**src/rtl/piso_pkg.sv**
```systemverilog
// Shared types, defaults and helpers for the PISO serializer.
// Defining PISO_PARITY_EN adds the PARITY state to piso_state_t.
package piso_pkg;

    localparam int unsigned DefaultW   = 8;
    localparam int unsigned DefaultDiv = 4;

    typedef enum logic [1:0] {
        StIdle   = 2'd0,
`ifdef PISO_PARITY_EN
        StShift  = 2'd1,
        StParity = 2'd2
`else
        StShift  = 2'd1
`endif
    } piso_state_t;

    // Counter width for n distinct values, never narrower than one bit.
    function automatic int unsigned cnt_width(input int unsigned n);
        return (n <= 1) ? 1 : $clog2(n);
    endfunction

endpackage

```
**src/rtl/piso_serializer_if.sv**
```systemverilog
// Parallel-in handshake plus serial-out strobe bundle of the PISO serializer.
interface piso_serializer_if #(
    parameter int unsigned W = piso_pkg::DefaultW
);
    logic [W-1:0] in_data;
    logic         in_valid;
    logic         in_ready;
    logic         sd;
    logic         sd_en;
    logic         frame;
    logic         done;

    modport master (
        output in_data, in_valid,
        input  in_ready, sd, sd_en, frame, done
    );

    modport slave (
        input  in_data, in_valid,
        output in_ready, sd, sd_en, frame, done
    );
endinterface

```
**src/rtl/bit_rate_divider.sv**
```systemverilog
// DIV-cycle counter that strobes tick in the last cycle of each serial bit.
module bit_rate_divider
    import piso_pkg::*;
#(
    parameter int unsigned DIV = DefaultDiv
) (
    input  logic clk,
    input  logic reset,
    input  logic run,
    output logic tick
);
    localparam int unsigned CntW = cnt_width(DIV);

    logic [CntW-1:0] cnt_q, cnt_d;

    always_comb begin
        tick  = run && (cnt_q == CntW'(DIV - 1));
        cnt_d = cnt_q;
        if (!run || tick) begin
            cnt_d = '0;
        end else begin
            cnt_d = cnt_q + CntW'(1);
        end
    end

    always_ff @(posedge clk) begin
        if (reset) begin
            cnt_q <= '0;
        end else begin
            cnt_q <= cnt_d;
        end
    end
endmodule

```
**src/rtl/piso_serializer.sv**
```systemverilog
// Parallel-in serial-out shifter, MSB first, DIV clocks per bit with a capture strobe.
// Defining PISO_PARITY_EN appends an even-parity bit after each word.
module piso_serializer
    import piso_pkg::*;
#(
    parameter int unsigned W   = DefaultW,
    parameter int unsigned DIV = DefaultDiv
) (
    input logic              clk,
    input logic              reset,
    piso_serializer_if.slave bus
);
    localparam int unsigned BitW = cnt_width(W + 1);

    piso_state_t     state_q, state_d;
    logic [W-1:0]    shift_q, shift_d;
    logic [BitW-1:0] bit_q, bit_d;
    logic            done_q, done_d;
    logic            tick;
    logic            accept;
`ifdef PISO_PARITY_EN
    logic            parity_q, parity_d;
`endif

    bit_rate_divider #(
        .DIV (DIV)
    ) u_div (
        .clk   (clk),
        .reset (reset),
        .run   (state_q != StIdle),
        .tick  (tick)
    );

    always_comb begin
        bus.in_ready = (state_q == StIdle) && !reset;
        bus.frame    = (state_q != StIdle);
        bus.sd_en    = tick;
        bus.done     = done_q;
        bus.sd       = 1'b0;
        if (state_q == StShift) begin
            bus.sd = shift_q[W-1];
        end
`ifdef PISO_PARITY_EN
        if (state_q == StParity) begin
            bus.sd = parity_q;
        end
`endif
    end

    assign accept = bus.in_valid && bus.in_ready;

    always_comb begin
        state_d  = state_q;
        shift_d  = shift_q;
        bit_d    = bit_q;
        done_d   = 1'b0;
`ifdef PISO_PARITY_EN
        parity_d = parity_q;
`endif
        case (state_q)
            StIdle: begin
                if (accept) begin
                    state_d  = StShift;
                    shift_d  = bus.in_data;
                    bit_d    = '0;
`ifdef PISO_PARITY_EN
                    parity_d = ^bus.in_data;
`endif
                end
            end
            StShift: begin
                if (tick) begin
                    shift_d = shift_q << 1;
                    if (bit_q == BitW'(W - 1)) begin
                        bit_d = '0;
`ifdef PISO_PARITY_EN
                        state_d = StParity;
`else
                        state_d = StIdle;
                        done_d  = 1'b1;
`endif
                    end else begin
                        bit_d = bit_q + BitW'(1);
                    end
                end
            end
`ifdef PISO_PARITY_EN
            StParity: begin
                if (tick) begin
                    state_d = StIdle;
                    done_d  = 1'b1;
                end
            end
`endif
            default: state_d = StIdle;
        endcase
    end

    always_ff @(posedge clk) begin
        if (reset) begin
            state_q  <= StIdle;
            shift_q  <= '0;
            bit_q    <= '0;
            done_q   <= 1'b0;
`ifdef PISO_PARITY_EN
            parity_q <= 1'b0;
`endif
        end else begin
            state_q  <= state_d;
            shift_q  <= shift_d;
            bit_q    <= bit_d;
            done_q   <= done_d;
`ifdef PISO_PARITY_EN
            parity_q <= parity_d;
`endif
        end
    end
endmodule

```
**src/flat_wrapper.sv**
```systemverilog
// flat-port wrapper written by rule: the top's interface ports become plain ports
module piso_serializer_flat import piso_pkg::*;
#(
    parameter int unsigned W   = DefaultW,
    parameter int unsigned DIV = DefaultDiv
)
  (clk, reset, bus_in_data, bus_in_valid, bus_in_ready, bus_sd, bus_sd_en, bus_frame, bus_done);
  piso_serializer_if #(.W(W)) bus_i ();
  input logic clk;
  input logic reset;
  input wire logic [$bits(bus_i.in_data)-1:0] bus_in_data;
  input wire logic [$bits(bus_i.in_valid)-1:0] bus_in_valid;
  output wire logic [$bits(bus_i.in_ready)-1:0] bus_in_ready;
  output wire logic [$bits(bus_i.sd)-1:0] bus_sd;
  output wire logic [$bits(bus_i.sd_en)-1:0] bus_sd_en;
  output wire logic [$bits(bus_i.frame)-1:0] bus_frame;
  output wire logic [$bits(bus_i.done)-1:0] bus_done;
  assign bus_i.in_data = bus_in_data;
  assign bus_i.in_valid = bus_in_valid;
  assign bus_in_ready = bus_i.in_ready;
  assign bus_sd = bus_i.sd;
  assign bus_sd_en = bus_i.sd_en;
  assign bus_frame = bus_i.frame;
  assign bus_done = bus_i.done;
  piso_serializer #(.W(W), .DIV(DIV)) u_core (.clk(clk), .reset(reset), .bus(bus_i));
endmodule
```
**config.mk**
```make
export PLATFORM = sky130hd
export DESIGN_NAME = piso_serializer_flat
export DESIGN_NICKNAME = d
export VERILOG_FILES = /design/src/rtl/piso_pkg.sv /design/src/rtl/piso_serializer_if.sv /design/src/rtl/bit_rate_divider.sv /design/src/rtl/piso_serializer.sv /design/src/flat_wrapper.sv
export SDC_FILE = /design/constraint.sdc
export NUM_CORES = 1
export LEC_CHECK = 0
export ABC_AREA = 0
export BUFFER_PORTS_ARGS = -buffer_cell sky130_fd_sc_hd__buf_2
export CORE_MARGIN = 2
export CORE_UTILIZATION = 47
export CTS_CLUSTER_SIZE = 10
export DETAILED_ROUTE_END_ITERATION = 8
export GPL_TIMING_DRIVEN = 0
export HOLD_SLACK_MARGIN = 0.12
export PLACE_DENSITY_LB_ADDON = 0.12
export SLEW_MARGIN = 20
export SYNTH_ARGS = -nofsm -noshare
export SYNTH_HDL_FRONTEND = slang
export SYNTH_SLANG_ARGS = --single-unit
```
**constraint.sdc**
```tcl
create_clock -name clk -period 1.6 [get_ports clk]
set_input_delay 0 -clock clk [delete_from_list [all_inputs] [get_ports clk]]
set_output_delay 0 -clock clk [all_outputs]
set_load 0.02 [all_outputs]
```
==> results of run 1 <==
## registers in the layout, indices dropped and copies added (netlist names)
signal              flops
u_core.state_q          1
u_core.bus.done         1
u_core.bit_q            4
u_core.shift_q          8
u_core.u_div.cnt_q      2
## cell type report
cell class / count / area, um2
inverters: 1 / 5.00
plain buffers: 5 / 32.5
fillers: 133 / 529
multi-input cells: 56 / 402
repair buffers: 23 / 160
flip-flops and latches: 16 / 322
well taps: 16 / 20.0
clock buffers: 4 / 36.3
## worst max-delay path: stages (launching register included)
cell and delay (ps):
dfxtp_1 330, ha_1 180, buf_2 160, nand2_2 170, clkinv_2 150, buf_2 190
## what timing repair did
action                                 CTS  global route
pin swaps                                0             0
endpoints found under the hold margin   12             0
gates resized for setup                  1             5
gates cloned                             0             0
hold buffers                             9             0
setup endpoints to repair                1             7
## logic make-up after synthesis
group,after synthesis
AO/OA/AOI/OAI,16
adder cells (fa/ha/maj),2
buffers and inverters,6
flip-flops,16
multiplexers,7
AND/OR/NAND/NOR,31
## power by group
group	internal [W]	total [W]	leakage, nW	switching [W]
Clock	0.000139	0.000280	0.0210	0.000141
Sequential	0.000415	0.000426	0.131	0.0000104
Combinational	0.0000636	0.000120	0.252	0.0000564
Total	0.000618	0.000826	0.403	0.000208
## worst min-delay path by stage
stage	cells past startpoint	start	slack (ps)	to
CTS	4	bus_in_data[0]	140	u_core.shift_q[0]
floorplan	2	bus_in_valid	150	u_core.state_q[0]
detailed placement	2	reset	220	u_core.shift_q[3]
finish	4	bus_in_data[0]	140	u_core.shift_q[0]
global route	4	bus_in_data[0]	160	u_core.shift_q[0]
global placement	2	reset	220	u_core.shift_q[4]
## per-stage QoR
step / utilization / total power (W) / hold slack [ps]
2_1_floorplan: - / 0.000504 / 153
3_3_place_gp: 0.558 / 0.000533 / 223
3_5_place_dp: 0.558 / 0.000535 / 225
4_1_cts: 0.643 / 0.000821 / 144
5_1_grt: 0.649 / 0.000856 / 160
6_report: 0.649 / 0.000826 / 137
## placed cells by master, fill, tap and decap left out, drive strengths merged, types with 2 or more instances in the layout
cell / netlist / routed
nand2: 3 / 3
nor2: 3 / 3
a211oi: 6 / 6
dlygate4sd3: 0 / 9
dfxtp: 16 / 16
or3b: 3 / 3
clkbuf: 1 / 5
ha: 2 / 2
mux2i: 7 / 7
nor3: 8 / 8
a21oi: 3 / 3
nand3: 6 / 6
buf: 4 / 18
## per-layer routing
metal / part of all wire / vias up
met3: 0.049 / 4
li1: - / 349
met1: 0.45 / 311
met5: 0 / -
met2: 0.48 / 22
met4: 0.014 / 0
==> flow_summary.toml, run 1 <==
[run_status]
outcome = "finished, final reports clean"

[grt]
grt.total_usage = 0.186
grt_overflow = 0
grt_start_max_net_pins = 11
gr-usage-met3 = 0.0375
grt_antenna_before_repair = 0
grt_pass1_vias = 628
met2_usage = 0.297
top_usage_layer = "met2"
grt_pass1_wl_mm = 2.63
use_met1 = 0.237

[yosys]
ys.flop_type = "dfxtp_1"
synth_top_family_by_area = "simple AND/OR/NAND/NOR gates"
yosysUniqueCellTypes = 31
muxShareOfSynthArea = 0.0933
synth_area_leaders = "dfxtp_1 43%, mux2i_1 9.3%, a211oi_1 6.0%"
ys.warnings.count = 0
synthSimpleGateAreaFrac = 0.253
synth-xor-area-share = 0
yosys.area.top_type = "dfxtp_1"
ys_seq_area_frac = 0.427
postSynthCellCount = 78
yosysMostFrequentCell = "dfxtp_1"
netlist_top_cells_count = "16 x dfxtp_1, 8 x nor3_1, 7 x mux2i_1, 6 x a211oi_1, 6 x nand3_1"
ys_async_sr_fraction = 0
synth_area_per_cell_um2 = 9.62
ys_ff_latch = 16
synthesis.area_um2 = 751
synth_nets = 91
synthAdderAreaFrac = 0.0333
synth_top_cell_area_share = 0.427
synth_edf_count = 0
synth_compound_area_frac = 0.148

[cells_and_area]
area_growth_pct = 30.2
instances_no_fill = 121
stdcell_area_um2 = 977
drive_above_1_share = 0.276
diodes = 0
nets = 119

[worst_setup_path]
cp_data_arrival_time_ps = 1480
worstPathRequired_ps = 1600
reg2reg_depth = 4
setup.worst_path.start_class = "register"
reg2reg_to = "u_core.bit_q[3]"
worst-setup-path-type = "reg -> out"
cp_max_fo = 8
end_kind = "output port"
r2r_slack_ps = 210
endpoint = "bus_sd_en"
critPathLaunch = "u_core.u_div.cnt_q[0]"
r2r-start = "u_core.bit_q[0]"

[sta]
finalHoldViolCount = 0
max_freq_mhz = 678
finalClockSkew_ps = 2.19
worst_slack_ps = 124
setup_viol = 0
post-route-period-util = 0.922
maxSlewHeadroom = 0.678
worstMarginPinSlew_ps = 482
post-route-min-period_ps = 1480
rsz0062_at_grt = "no"
setup-tns-final_ps = 0
drv_slew = 0

[detailed_routing]
wl_per_cell_um = 13.3
antenna_left = 0
vias_per_cell = 5.67
vias = 686
drt_iter0_markers = 9
firstDrtPassIters = 5
routed_wl_mm = 1.61
post-route-drc-count = 0

[die]
ios = 16
fp.dieW_um = 44.0
start_util = 0.498
core_um2 = 1510
rows = 14
die_h_um = 44.0
die-area_um2 = 1930

[placement]
numPortBuffers = 14
dp_hpwl_mm = 1.05
dp_slack_ps = 38.5
postPlaceCellArea_um2 = 841
routabilityCongestion = 0.697
placed_cells = 108

[power_and_ir_drop]
ir_drop_mv = 0.464
powerDensity_nw_per_um2 = 845
p_leak_nw = 0.403

[clocking]
clock-sinks = 16
htreeDepth = 1
cts-root-buf = "clkbuf_4"
tritoncts = "done"
clk_latency_ps = 290
numCtsBuffers = 3
clk_pin_slew_ps = 100
post-cts-setup-buffers = 0
clock_path_buffers = 2

[min_path]
hold_class = "in -> reg"

[flow_run]
cap_violations = 0
(Power assumes the default switching activity.)
==> inputs of run 2 (changes only) <==
--- a/config.mk
+++ b/config.mk
@@ -6,13 +6,12 @@
 export NUM_CORES = 1
 export LEC_CHECK = 0
 export ABC_AREA = 0
-export BUFFER_PORTS_ARGS = -buffer_cell sky130_fd_sc_hd__buf_2
-export CORE_MARGIN = 2
+export BUFFER_PORTS_ARGS = -buffer_cell sky130_fd_sc_hd__buf_4
 export CORE_UTILIZATION = 47
 export CTS_CLUSTER_SIZE = 10
 export DETAILED_ROUTE_END_ITERATION = 8
 export GPL_TIMING_DRIVEN = 0
-export HOLD_SLACK_MARGIN = 0.12
+export HOLD_SLACK_MARGIN = 0.15
 export PLACE_DENSITY_LB_ADDON = 0.12
 export SLEW_MARGIN = 20
 export SYNTH_ARGS = -nofsm -noshare
==> flow_summary.toml, run 2 (synthesis gave the netlist of run 1 again) <==
[run_status]
outcome = "complete, but fails checks"
violations = "DRC"

[cells_and_area]
nets = 120
largest_reg_flops = 8
area_growth_pct = 35.8
utilization = 0.677
drive_above_1_share = 0.264
regArea_um2 = 322
layout_commonest_cell = "dfxtp_1"
n_fill_cell = 122
instances_no_fill = 122
multiInputGateArea_um2 = 399
largest-register = "u_core.shift_q"
final_cell_mix = "15 x dfxtp_1, 14 x buf_4, 10 x dlygate4sd3_1"
diodes = 0
reg_top3 = "u_core.shift_q x8, u_core.bit_q x4, u_core.u_div.cnt_q x2"

[sta]
finalClockSkew_ps = 0.810
setup_viol = 0
post-route-min-period_ps = 1460
finalHoldViolCount = 0
drv_slew = 0
holdWs_ps = 435
maxSlewHeadroom = 0.672
worstMarginPinSlew_ps = 492
setup-tns-final_ps = 0
rsz0062_at_grt = "no"
max_freq_mhz = 684
post-route-period-util = 0.913

[clocking]
post-cts-setup-buffers = 0
cts-root-buf = "clkbuf_4"
numCtsBuffers = 3
clock-sinks = 16
htreeDepth = 1
clk_pin_slew_ps = 100
tritoncts = "done"
clk_latency_ps = 290
clock_path_buffers = 2

[min_path]
min_from = "u_core.u_div.cnt_q[0]"
holdPathStages = 1
hold_end = "u_core.u_div.cnt_q[0]"
hold_class = "reg -> reg"

[grt]
grt.total_usage = 0.200
grt_antenna_before_repair = 0
grt_start_max_net_pins = 11
grt_pass1_wl_mm = 2.67
grt_pass1_vias = 655
grt_overflow = 0

[worst_setup_path]
end_kind = "output port"
slowest_stage = "dfxtp_2"
reg2reg_depth = 4
r2r_slack_ps = 190
reg2reg_to = "u_core.bit_q[3]"
worstPathRequired_ps = 1600
path_cells = "clkbuf_4 -> buf_2 -> and2_1 -> buf_4"
setup.worst_path.start_class = "register"
cp_data_arrival_time_ps = 1460
r2r-start = "u_core.bit_q[0]"
cp_max_fo = 10
worst-setup-path-type = "reg -> out"
max_stage_delay_ps = 400

[die]
ios = 16
core_um2 = 1510
fp.dieW_um = 42.0
die_h_um = 42.0
rows = 14
die-area_um2 = 1760
start_util = 0.498

[detailed_routing]
antenna_left = 0
vias_per_cell = 5.77
firstDrtPassIters = 6
drt_iter0_markers = 8
routed.top_layer = "met4"
met3_length_um = 73
wl_per_cell_um = 13.6
m1WireLength_um = 736
wl_met2_um = 828
post-route-drc-count = 1
routed_wl_mm = 1.65
vias = 704

[placement]
numPortBuffers = 14
placed_cells = 108
dp_hpwl_mm = 1.05
routabilityCongestion = 0.679

[power_and_ir_drop]
power.total_w = 0.000829
powerDensity_nw_per_um2 = 813
ir_drop_mv = 0.553
p_leak_nw = 0.416

[flow_run]
cap_violations = 0
run 2: critical path: cells and delay by family, from the launching register on:
kind,cells,cell delay (ps)
and+or+nand+nor,1,150
DFF,1,400
buffers and inverters,3,620
run 2: final cells by class:
class,instances,share of cell area
buffer,5,0.0319
clock buffer,4,0.0356
inverter,1,0.00491
multi-input combinational,56,0.391
sequential,16,0.315
tap,16,0.0196
timing repair buffer,24,0.201
run 2: per-layer routing:
layer	up-vias	GRT usage
met5	-	0
met4	0	0.110
met3	2	0.0304
met2	20	0.341
met1	331	0.239
li1	351	-
run 2: through the flow:
step	instance area, um2	setup slack (ps)
after floorplan	751	80.0
after global placement	876	40.9
after detailed placement	876	23.9
after CTS	1010	16.9
after global routing	1020	54.6
final	1020	138
run 2: worst max path at each step:
stage                                from           endpoint  slack [ps]  cells past startpoint
floorplan           u_core.u_div.cnt_q[0]  u_core.shift_q[5]          80                      6
global placement    u_core.u_div.cnt_q[0]  u_core.shift_q[5]          40                      6
detailed placement  u_core.u_div.cnt_q[0]  u_core.shift_q[1]          20                      6
CTS                     u_core.state_q[0]             bus_sd          20                      4
global route            u_core.state_q[0]             bus_sd          50                      4
finish                  u_core.state_q[0]             bus_sd         140                      4
run 2: repair_timing:
item | CTS | global route
resized for setup | 1 | 3
hold endpoints to repair | 13 | 0
hold buffers | 10 | 0
setup endpoints to repair | 1 | 7
cloned | 0 | 0
run 2: where the power goes:
group,switching [W],internal (W),leakage [nW]
sequential,0.0000103,0.000415,0.131
clock,0.000132,0.000139,0.0210
combinational,0.0000588,0.0000731,0.264
total,0.000202,0.000627,0.416
==> inputs of run 3 (changes only) <==
--- a/config.mk
+++ b/config.mk
@@ -16,4 +16,5 @@
 export SLEW_MARGIN = 20
 export SYNTH_ARGS = -nofsm -noshare
 export SYNTH_HDL_FRONTEND = slang
+export SYNTH_HIERARCHICAL = 1
 export SYNTH_SLANG_ARGS = --single-unit
==> flow_summary.toml, run 3 <==
[run_status]
outcome = "finished, final reports clean"

[die]
ios = 16
rows = 14
fp.dieW_um = 42.8
die_h_um = 42.8
start_util = 0.512
core_um2 = 1520
die-area_um2 = 1830

[grt]
grt.total_usage = 0.202
top_usage_layer = "met2"
use_met1 = 0.238
grt_start_max_net_pins = 11
gr-usage-met3 = 0.0255
met2_usage = 0.348
grt_antenna_before_repair = 0
grt_pass1_vias = 671
grt_overflow = 0
grt_pass1_wl_mm = 2.77

[detailed_routing]
routed_wl_mm = 1.68
antenna_left = 0
vias = 714
wl_per_cell_um = 13.5
firstDrtPassIters = 4
post-route-drc-count = 0
vias_per_cell = 5.76
drt_iter0_markers = 7

[power_and_ir_drop]
powerDensity_nw_per_um2 = 732
swShare = 0.251
power.switching_w = 0.000193
seq_power_share = 0.554
p_clk_frac = 0.275
ir_drop_mv = 0.470
p_leak_nw = 0.427
power.internal_w = 0.000576
pwr-share-comb = 0.172

[clocking]
clock_path_buffers = 2
htreeDepth = 1
numCtsBuffers = 3
clk_pin_slew_ps = 80
tritoncts = "done"
clk_latency_ps = 290
cts-root-buf = "clkbuf_4"
clock-sinks = 16

[cells_and_area]
n_fill_cell = 126
multiInputGateArea_um2 = 435
layout_commonest_cell = "buf_4"
largest-register = "u_core/shift_q"
area_growth_pct = 34.6
final_cell_mix = "16 x buf_4, 14 x dfxtp_1, 10 x dlygate4sd3_1"
regArea_um2 = 323
reg_top3 = "u_core/shift_q x8, u_core/bit_q x4, u_core/u_div/cnt_q x2"
nets = 123
stdcell_area_um2 = 1050
diodes = 0
largest_reg_flops = 8
drive_above_1_share = 0.324

[yosys]
ys.warnings.count = 6
ys_async_sr_fraction = 0
yosys.area.top_type = "dfxtp_1"
synth_edf_count = 0
ys_ff_latch = 16
synth_compound_area_frac = 0.131
synthSimpleGateAreaFrac = 0.284
synth-xor-area-share = 0
synth_area_per_cell_um2 = 9.88
synth_top_family_by_area = "simple AND/OR/NAND/NOR gates"
synthAdderAreaFrac = 0.0321
synth_top_cell_area_share = 0.410
ys.flop_type = "dfxtp_1"
ys_seq_area_frac = 0.410
muxShareOfSynthArea = 0.104
yosysUniqueCellTypes = 32
postSynthCellCount = 79
synth_area_leaders = "dfxtp_1 41%, mux2i_1 9.0%, a211oi_1 5.8%"
yosysMostFrequentCell = "dfxtp_1"
netlist_top_cells_count = "16 x dfxtp_1, 8 x nor3_1, 7 x mux2i_1, 6 x a211oi_1"
synthesis.area_um2 = 781
synth_nets = 92

[worst_setup_path]
path_delay_family = "simple AND/OR/NAND/NOR gates"
crit_buf_inv = 0
slowest_stage = "or4b_1"
worst-setup-path-type = "reg -> reg"
max_stage_delay_ps = 500
cp_data_arrival_time_ps = 1730
cp_num_cells = 5
reg2reg_depth = 5
worstPathRequired_ps = 1820
setup.worst_path.start_class = "register"
path_cells = "ha_2 -> and2_4 -> nand2_2 -> or4b_1 -> a31oi_1"
end_kind = "register"
cp_max_fo = 6

[min_path]
holdPathStages = 1
hold_class = "reg -> reg"

[sta]
post-route-min-period_ps = 1520
setup-tns-final_ps = 0
max_freq_mhz = 660
setup_viol = 0
drv_slew = 0
post-route-period-util = 0.947
worstMarginPinSlew_ps = 453
finalHoldViolCount = 0
rsz0062_at_grt = "no"
maxSlewHeadroom = 0.698
finalClockSkew_ps = 6.75

[placement]
postPlaceCellArea_um2 = 917
routabilityCongestion = 0.784
dp_hpwl_mm = 1.07
numPortBuffers = 15

[flow_run]
cap_violations = 0
==> run 3: final cells by class <==
class | count | share of cell area
Multi-Input combinational cell | 58 | 0.414
Sequential cell | 16 | 0.307
Timing Repair Buffer | 26 | 0.210
Buffer | 5 | 0.0286
Clock buffer | 3 | 0.0214
Tap cell | 16 | 0.0190
==> run 3: power by group through the flow <==
stage          Combinational, W  Sequential (W)  Clock [W]
6_report               0.000132        0.000426   0.000211
5_1_grt                0.000143        0.000429   0.000232
4_1_cts                0.000132        0.000426   0.000218
3_5_place_dp           0.000112        0.000435          0
3_3_place_gp           0.000110        0.000435          0
2_1_floorplan         0.0000696        0.000435          0
==> run 3: worst reg2reg max path, cell delays in order (launching register included) <==
cell and delay [ps]:
dfxtp_2 340, ha_2 200, and2_4 160, nand2_2 90, or4b_1 500, a31oi_1 160
==> run 3: path summary, 6_finish.rpt <==
path	from	end	slack, ps
max reg2reg	u_core/u_div/cnt_q[0]	u_core/bit_q[3]	80
max	u_core/u_div/cnt_q[0]	u_core/bit_q[3]	80
min	u_core/u_div/cnt_q[0]	u_core/u_div/cnt_q[0]	420
min reg2reg	u_core/u_div/cnt_q[0]	u_core/u_div/cnt_q[0]	420
==> run 3: stage by stage <==
step	hold slack [ps]	power (W)	setup WS, ps	std cells	utilization
floorplan	74.2	0.000505	60.4	79	-
global placement	186	0.000545	27.5	110	0.602
detailed placement	189	0.000547	5.92	110	0.602
CTS	421	0.000776	8.86	123	0.684
global route	432	0.000804	1.71	124	0.690
finish	417	0.000769	84.7	124	0.690
==> run 3: repair_timing <==
item,CTS,global route
gates cloned,0,0
pin swaps,0,0
setup buffers,0,1
endpoints found under the hold margin,13,0
hold buffers,10,0
endpoints found under the setup margin,1,2
resized for setup,1,1
==> run 3: kinds of logic (layout without fill, tap and decap cells) <==
| logic type | count (synthesis) | after routing |
|---|---|---|
| fa+ha+maj | 2 | 2 |
| flops | 16 | 16 |
| buf+inv | 5 | 34 |
| mux | 8 | 8 |
| compound gates | 15 | 15 |
| simple gates | 33 | 33 |
==> run 3: per-layer routing <==
layer | vias up | wire, um
met5 | - | 0
met4 | 0 | 31
met3 | 4 | 45
met2 | 15 | 783
met1 | 339 | 819
li1 | 356 | -
